===== src/rtl/ram_stream_reader.sv =====
// Streams in_length consecutive RAM words from in_base_addr onto a valid/ready port.
// A 2-entry prefetch buffer hides the RAM's registered read latency.
module ram_stream_reader #(
    parameter int RAM_ADDR_WIDTH = 8,
    parameter int RAM_DATA_WIDTH = 8
) (
    input  logic                        in_clk,
    input  logic                        in_rst_n,
    input  logic                        in_start,
    input  logic [RAM_ADDR_WIDTH-1:0]   in_base_addr,
    input  logic [RAM_ADDR_WIDTH:0]     in_length,
    output logic                        out_busy,
    output logic                        out_done,
    output logic [RAM_ADDR_WIDTH-1:0]   out_ram_addr,
    output logic                        out_ram_wr,
    input  logic [RAM_DATA_WIDTH-1:0]   in_ram_data,
    output logic [RAM_DATA_WIDTH-1:0]   out_data,
    output logic                        out_valid,
    input  logic                        in_ready
);

    localparam int AW = RAM_ADDR_WIDTH;
    localparam int DW = RAM_DATA_WIDTH;

    typedef enum logic [1:0] {
        IDLE = 2'd0,
        RUN  = 2'd1,
        DONE = 2'd2
    } state_t;

    state_t          state, state_nxt;
    logic [AW:0]     len_q;
    logic [AW:0]     issued_q;
    logic [AW:0]     delivered_q;
    logic [AW-1:0]   addr_q;
    logic            rd_valid;
    logic [1:0]      buf_count;
    logic [DW-1:0]   head_q;
    logic [DW-1:0]   tail_q;
    logic            pop;
    logic            issue;
    logic            last_pop;

    // A read is "issued" in the cycle its address is presented; its data lands
    // in the buffer one cycle later, so only rd_valid counts as in flight.
    always_comb begin
        pop       = (buf_count != 2'd0) && in_ready;
        issue     = (state == RUN) && (issued_q < len_q) &&
                    ((({1'b0, buf_count} + {2'b00, rd_valid}) < 3'd2) || pop);
        last_pop  = pop && (delivered_q == (len_q - (AW+1)'(1)));
        state_nxt = state;
        case (state)
            IDLE: if (in_start) state_nxt = (in_length == '0) ? DONE : RUN;
            RUN:  if (last_pop) state_nxt = DONE;
            DONE: state_nxt = IDLE;
            default: state_nxt = IDLE;
        endcase
    end

    always_ff @(posedge in_clk or negedge in_rst_n) begin
        if (!in_rst_n) state <= IDLE;
        else           state <= state_nxt;
    end

    always_ff @(posedge in_clk or negedge in_rst_n) begin
        if (!in_rst_n) begin
            len_q       <= '0;
            issued_q    <= '0;
            delivered_q <= '0;
            addr_q      <= '0;
            rd_valid    <= 1'b0;
        end else begin
            if (state == IDLE && in_start) begin
                len_q       <= in_length;
                addr_q      <= in_base_addr;
                issued_q    <= '0;
                delivered_q <= '0;
            end
            if (issue) begin
                addr_q   <= addr_q + AW'(1);
                issued_q <= issued_q + (AW+1)'(1);
            end
            if (pop) delivered_q <= delivered_q + (AW+1)'(1);
            rd_valid <= issue;
        end
    end

    always_ff @(posedge in_clk or negedge in_rst_n) begin
        if (!in_rst_n) begin
            buf_count <= '0;
            head_q    <= '0;
            tail_q    <= '0;
        end else begin
            case ({rd_valid, pop})
                2'b10: begin
                    if (buf_count == 2'd0) head_q <= in_ram_data;
                    else                   tail_q <= in_ram_data;
                    buf_count <= buf_count + 2'd1;
                end
                2'b01: begin
                    if (buf_count == 2'd2) head_q <= tail_q;
                    buf_count <= buf_count - 2'd1;
                end
                2'b11: begin
                    if (buf_count == 2'd1) begin
                        head_q <= in_ram_data;
                    end else begin
                        head_q <= tail_q;
                        tail_q <= in_ram_data;
                    end
                end
                default: ;
            endcase
        end
    end

    buf_no_overflow: assert property (@(posedge in_clk) disable iff (!in_rst_n)
        (({1'b0, buf_count} + {2'b00, rd_valid}) <= 3'd2));

    assign out_busy     = (state != IDLE);
    assign out_done     = (state == DONE);
    assign out_ram_addr = addr_q;
    assign out_ram_wr   = 1'b0;
    assign out_data     = head_q;
    assign out_valid    = (buf_count != 2'd0);

endmodule


===== config.mk =====
export PLATFORM = sky130hd
export DESIGN_NAME = ram_stream_reader
export DESIGN_NICKNAME = d
export VERILOG_FILES = /design/src/rtl/ram_stream_reader.sv
export SDC_FILE = /design/constraint.sdc
export NUM_CORES = 1
export LEC_CHECK = 0
export BUFFER_PORTS_ARGS = -buffer_cell sky130_fd_sc_hd__buf_4
export CORE_ASPECT_RATIO = 2
export CORE_MARGIN = 1
export CORE_UTILIZATION = 57
export DETAILED_ROUTE_END_ITERATION = 12
export PLACE_DENSITY_LB_ADDON = 0.15
export SLEW_MARGIN = 20
export SYNTH_ARGS = -nofsm -noshare
export SYNTH_HDL_FRONTEND = slang
export SYNTH_SLANG_ARGS = --single-unit

===== constraint.sdc =====
create_clock -name in_clk -period 2.79 [get_ports in_clk]
set_input_delay 0.4185 -clock in_clk [delete_from_list [all_inputs] [get_ports in_clk]]
set_output_delay 0.4185 -clock in_clk [all_outputs]
set_load 0.1 [all_outputs]

==> run_results.csv <==
group,metric,value,unit
status,status,"complete, no violations",
global_routing,grt_max_degree,57,
critical_path,startpoint,"len_q[5]",
critical_path,worst-r2r-cell-count,9,
detailed_routing,drtIter0Drc,61,
cts,clk_latency,0.31,ns
power,p_per_area,1090,nW/µm²
final_layout,design_area,3700,µm²
global_routing,antenna_found_initial,0,
final_layout,diodes,0,
critical_path,timing.rr.start,"len_q[5]",
cts,path_clk_slew,0.10,ns
critical_path,worstSetupPathType,"flip-flop to flip-flop",
detailed_routing,drt.antenna.violating_nets,0,
detailed_routing,via_per_inst,5.90,
global_routing,grt_pass1_wl,11900,µm
critical_path,critPathRequiredTime,2.99,ns
placement,portBuffers,47,
cts,ctsHoldBuffers,0,
logic_synthesis,syn_nets,371,
logic_synthesis,synth_flop_cell,"dfrtp_1",
cts,cts_root_buffer,"clkbuf_8",
floorplanning,dieHeight,108,µm
floorplanning,boundaryPins,49,
global_routing,track_usage,28.3,%
timing,fin_ws,0.357,ns
worst_hold_path,holdCritPathClass,"input port to async pin",
placement,post-dp-hpwl,5510,µm
floorplanning,initial_core_util,59.1,%
critical_path,path_depth,9,
cts,numClockSinks,56,
final_layout,area_growth,16.6,%
critical_path,path_buf_inv,2,
timing,slew_viol_final,0,
final_layout,drive_gt1_share,21.2,%
detailed_routing,first_pass_iters,4,
logic_synthesis,synthCells,323,
floorplanning,coreArea,5370,µm²
floorplanning,rows,38,
logic_synthesis,synth-async-reset-ratio,100,%
placement,post_dp_cell_area,3590,µm²
logic_synthesis,yosys_register_bits,56,
cts,cts_buffers,5,
detailed_routing,wl,7110,µm
global_routing,gr-total-overflow,0,
floorplanning,dieArea,5890,µm²
logic_synthesis,synth_cell_type_count,44,
cts,cts_max_level,2,
cts,ctsResizeCount,0,
flow_run,max_cap_viol_count,0,
timing,hold_viol_final,0,
logic_synthesis,synth-edff-count,0,
critical_path,rrSetupSlack,0.36,ns
global_routing,grt_pass1_vias,2664,
cts,cts_tree,"yes",
power,leakagePower,0.00181,µW
timing,hold_ws,0.148,ns
timing,fmax,0.411,GHz
critical_path,max_stage_delay,0.43,ns
timing,finalClockSkew,0.00815,ns
logic_synthesis,syn_area,3170,µm²
timing,worstMarginPinSlew,0.708,ns
timing,timing.final.crit_share,87.2,%
timing,setup_viol,0,
cts,cts_setup_buffers,0,
critical_path,critPathArrivalTime,2.63,ns
power,ir_drop,989,µV
timing,maxSlewHeadroom,52.8,%
critical_path,slowest_stage,"a2111o_1",
power,total_power,4040,µW
timing,rsz0062_at_grt,"no",
detailed_routing,wl_per_cell,16.4,µm
floorplanning,die_width,54.8,µm
cts,clockBufferDepth,2,
critical_path,cpLargestDelayFamily,"compound AO/OA/AOI/OAI gates",
placement,dp_worst_setup_slack,0.366,ns
timing,fin_crit,2.43,ns
detailed_routing,vias,2556,
placement,gp_congestion,0.897,
timing,finalSetupTns,0,ns
final_layout,final_nets,420,
critical_path,crit_path_max_fanout,13,
critical_path,end_kind,"flip-flop",
detailed_routing,drcViolationCount,0,
logic_synthesis,ys_seq_area_share,44.1,%
critical_path,worstPathCellList,"inv_1, ha_1, a21o_1, a2111o_1, nor2_2, o21ai_2, inv_4, mux2_2, a221o_1",
critical_path,startpoint_type,"flip-flop",
logic_synthesis,synth.avg_cell_area,9.83,µm²
logic_synthesis,ys_warn_count,0,
-- metal layers --
| metal | vias to the layer above | track usage [%] | routed length, µm |
|---|---|---|---|
| li1 | 1253 | - | - |
| met1 | 1217 | 28.2 | 2530 |
| met2 | 65 | 50.9 | 4040 |
| met3 | 21 | 4.80 | 189 |
| met4 | 0 | 15.4 | 353 |
| met5 | - | 0 | 0 |
-- placed cells by master, fill, tap and decap left out, types with 2 or more instances in the layout --
cell type / count
a2111o_1: 2
a211o_1: 3
a21o_1: 6
a21oi_1: 18
a221o_1: 7
a22oi_1: 9
a31oi_1: 4
and3_1: 13
buf_4: 53
clkbuf_8: 5
dfrtp_1: 56
ha_1: 19
inv_1: 18
mux2_2: 11
mux2i_1: 9
nand2_1: 23
nand2b_1: 6
nand3_1: 12
nand4_1: 3
nor2_1: 21
nor3_1: 7
nor3b_1: 6
nor4_1: 3
o2111ai_1: 2
o21ai_0: 23
o22ai_1: 2
xnor2_1: 10
xor2_1: 5
-- cell families (layout without fill, tap and decap cells) --
family,count (synthesis),in the layout,share of synthesized area (%)
DFF,56,56,44.1
and+or+nand+nor,98,98,15.5
adders and majority gates,19,19,7.49
xor gates and xnor gates,15,15,4.14
other,1,1,0.118
AOI/OAI and AO/OA,82,82,17.3
muxes,20,20,6.74
buffers and inverters,32,82,4.53
-- Yosys cell counts, types with 5 or more instances --
cell type   n  area, µm²
a21o_1      6       45.0
xor2_1      5       43.8
nor3b_1     6       45.0
dfrtp_1    56       1400
ha_1       19        238
inv_1      19       71.3
nand2b_1    6       37.5
nand2_1    23       86.3
mux2i_1     9       90.1
a221o_1     7       70.1
nand3_1    12       60.1
and3_1     13       81.3
nor2_1     21       78.8
clkbuf_1    5       18.8
nor3_1      7       35.0
xnor2_1    10       87.6
o21ai_0    23        115
mux2_2     11        124
a22oi_1     9       67.6
a21oi_1    18       90.1
-- report_power, final --
group	internal, µW	switching [µW]	leakage [µW]
Combinational	698	1510	0.00110
Sequential	1070	241	0.000659
Clock	267	256	0.0000552
Total	2040	2010	0.00181
-- per-stage QoR --
stage	util (%)	instances
2_1_floorplan	-	323
3_3_place_gp	66.9	425
3_5_place_dp	66.9	425
4_1_cts	68.9	433
5_1_grt	68.9	433
6_report	68.9	433
-- layout make-up --
| class | count | area (µm²) |
|---|---|---|
| Fill cell | 439 | 1670 |
| Multi-Input combinational cell | 235 | 1640 |
| Sequential cell | 56 | 1400 |
| Timing Repair Buffer | 53 | 398 |
| Inverter | 21 | 85.1 |
| Tap cell | 60 | 75.1 |
| Clock buffer | 6 | 72.6 |
| Clock inverter | 2 | 35.0 |
-- worst paths after layout --
| check | end |
|---|---|
| worst max-delay path | out_ram_addr[6] |
| worst min-delay path | len_q[1] |
| worst max register to register | out_ram_addr[6] |
| worst min register to register | tail_q[1] |
| max in group asynchronous | out_ram_addr[7] |
| min in group in_clk | len_q[1] |
-- registers in the layout (all words and copies together) (netlist names) --
name,count
len_q,9
state,2
delivered_q,9
buf_count,2
tail_q,8
out_data,8
rd_valid,1
issued_q,9
out_ram_addr,8
(Power assumes the default switching activity.)
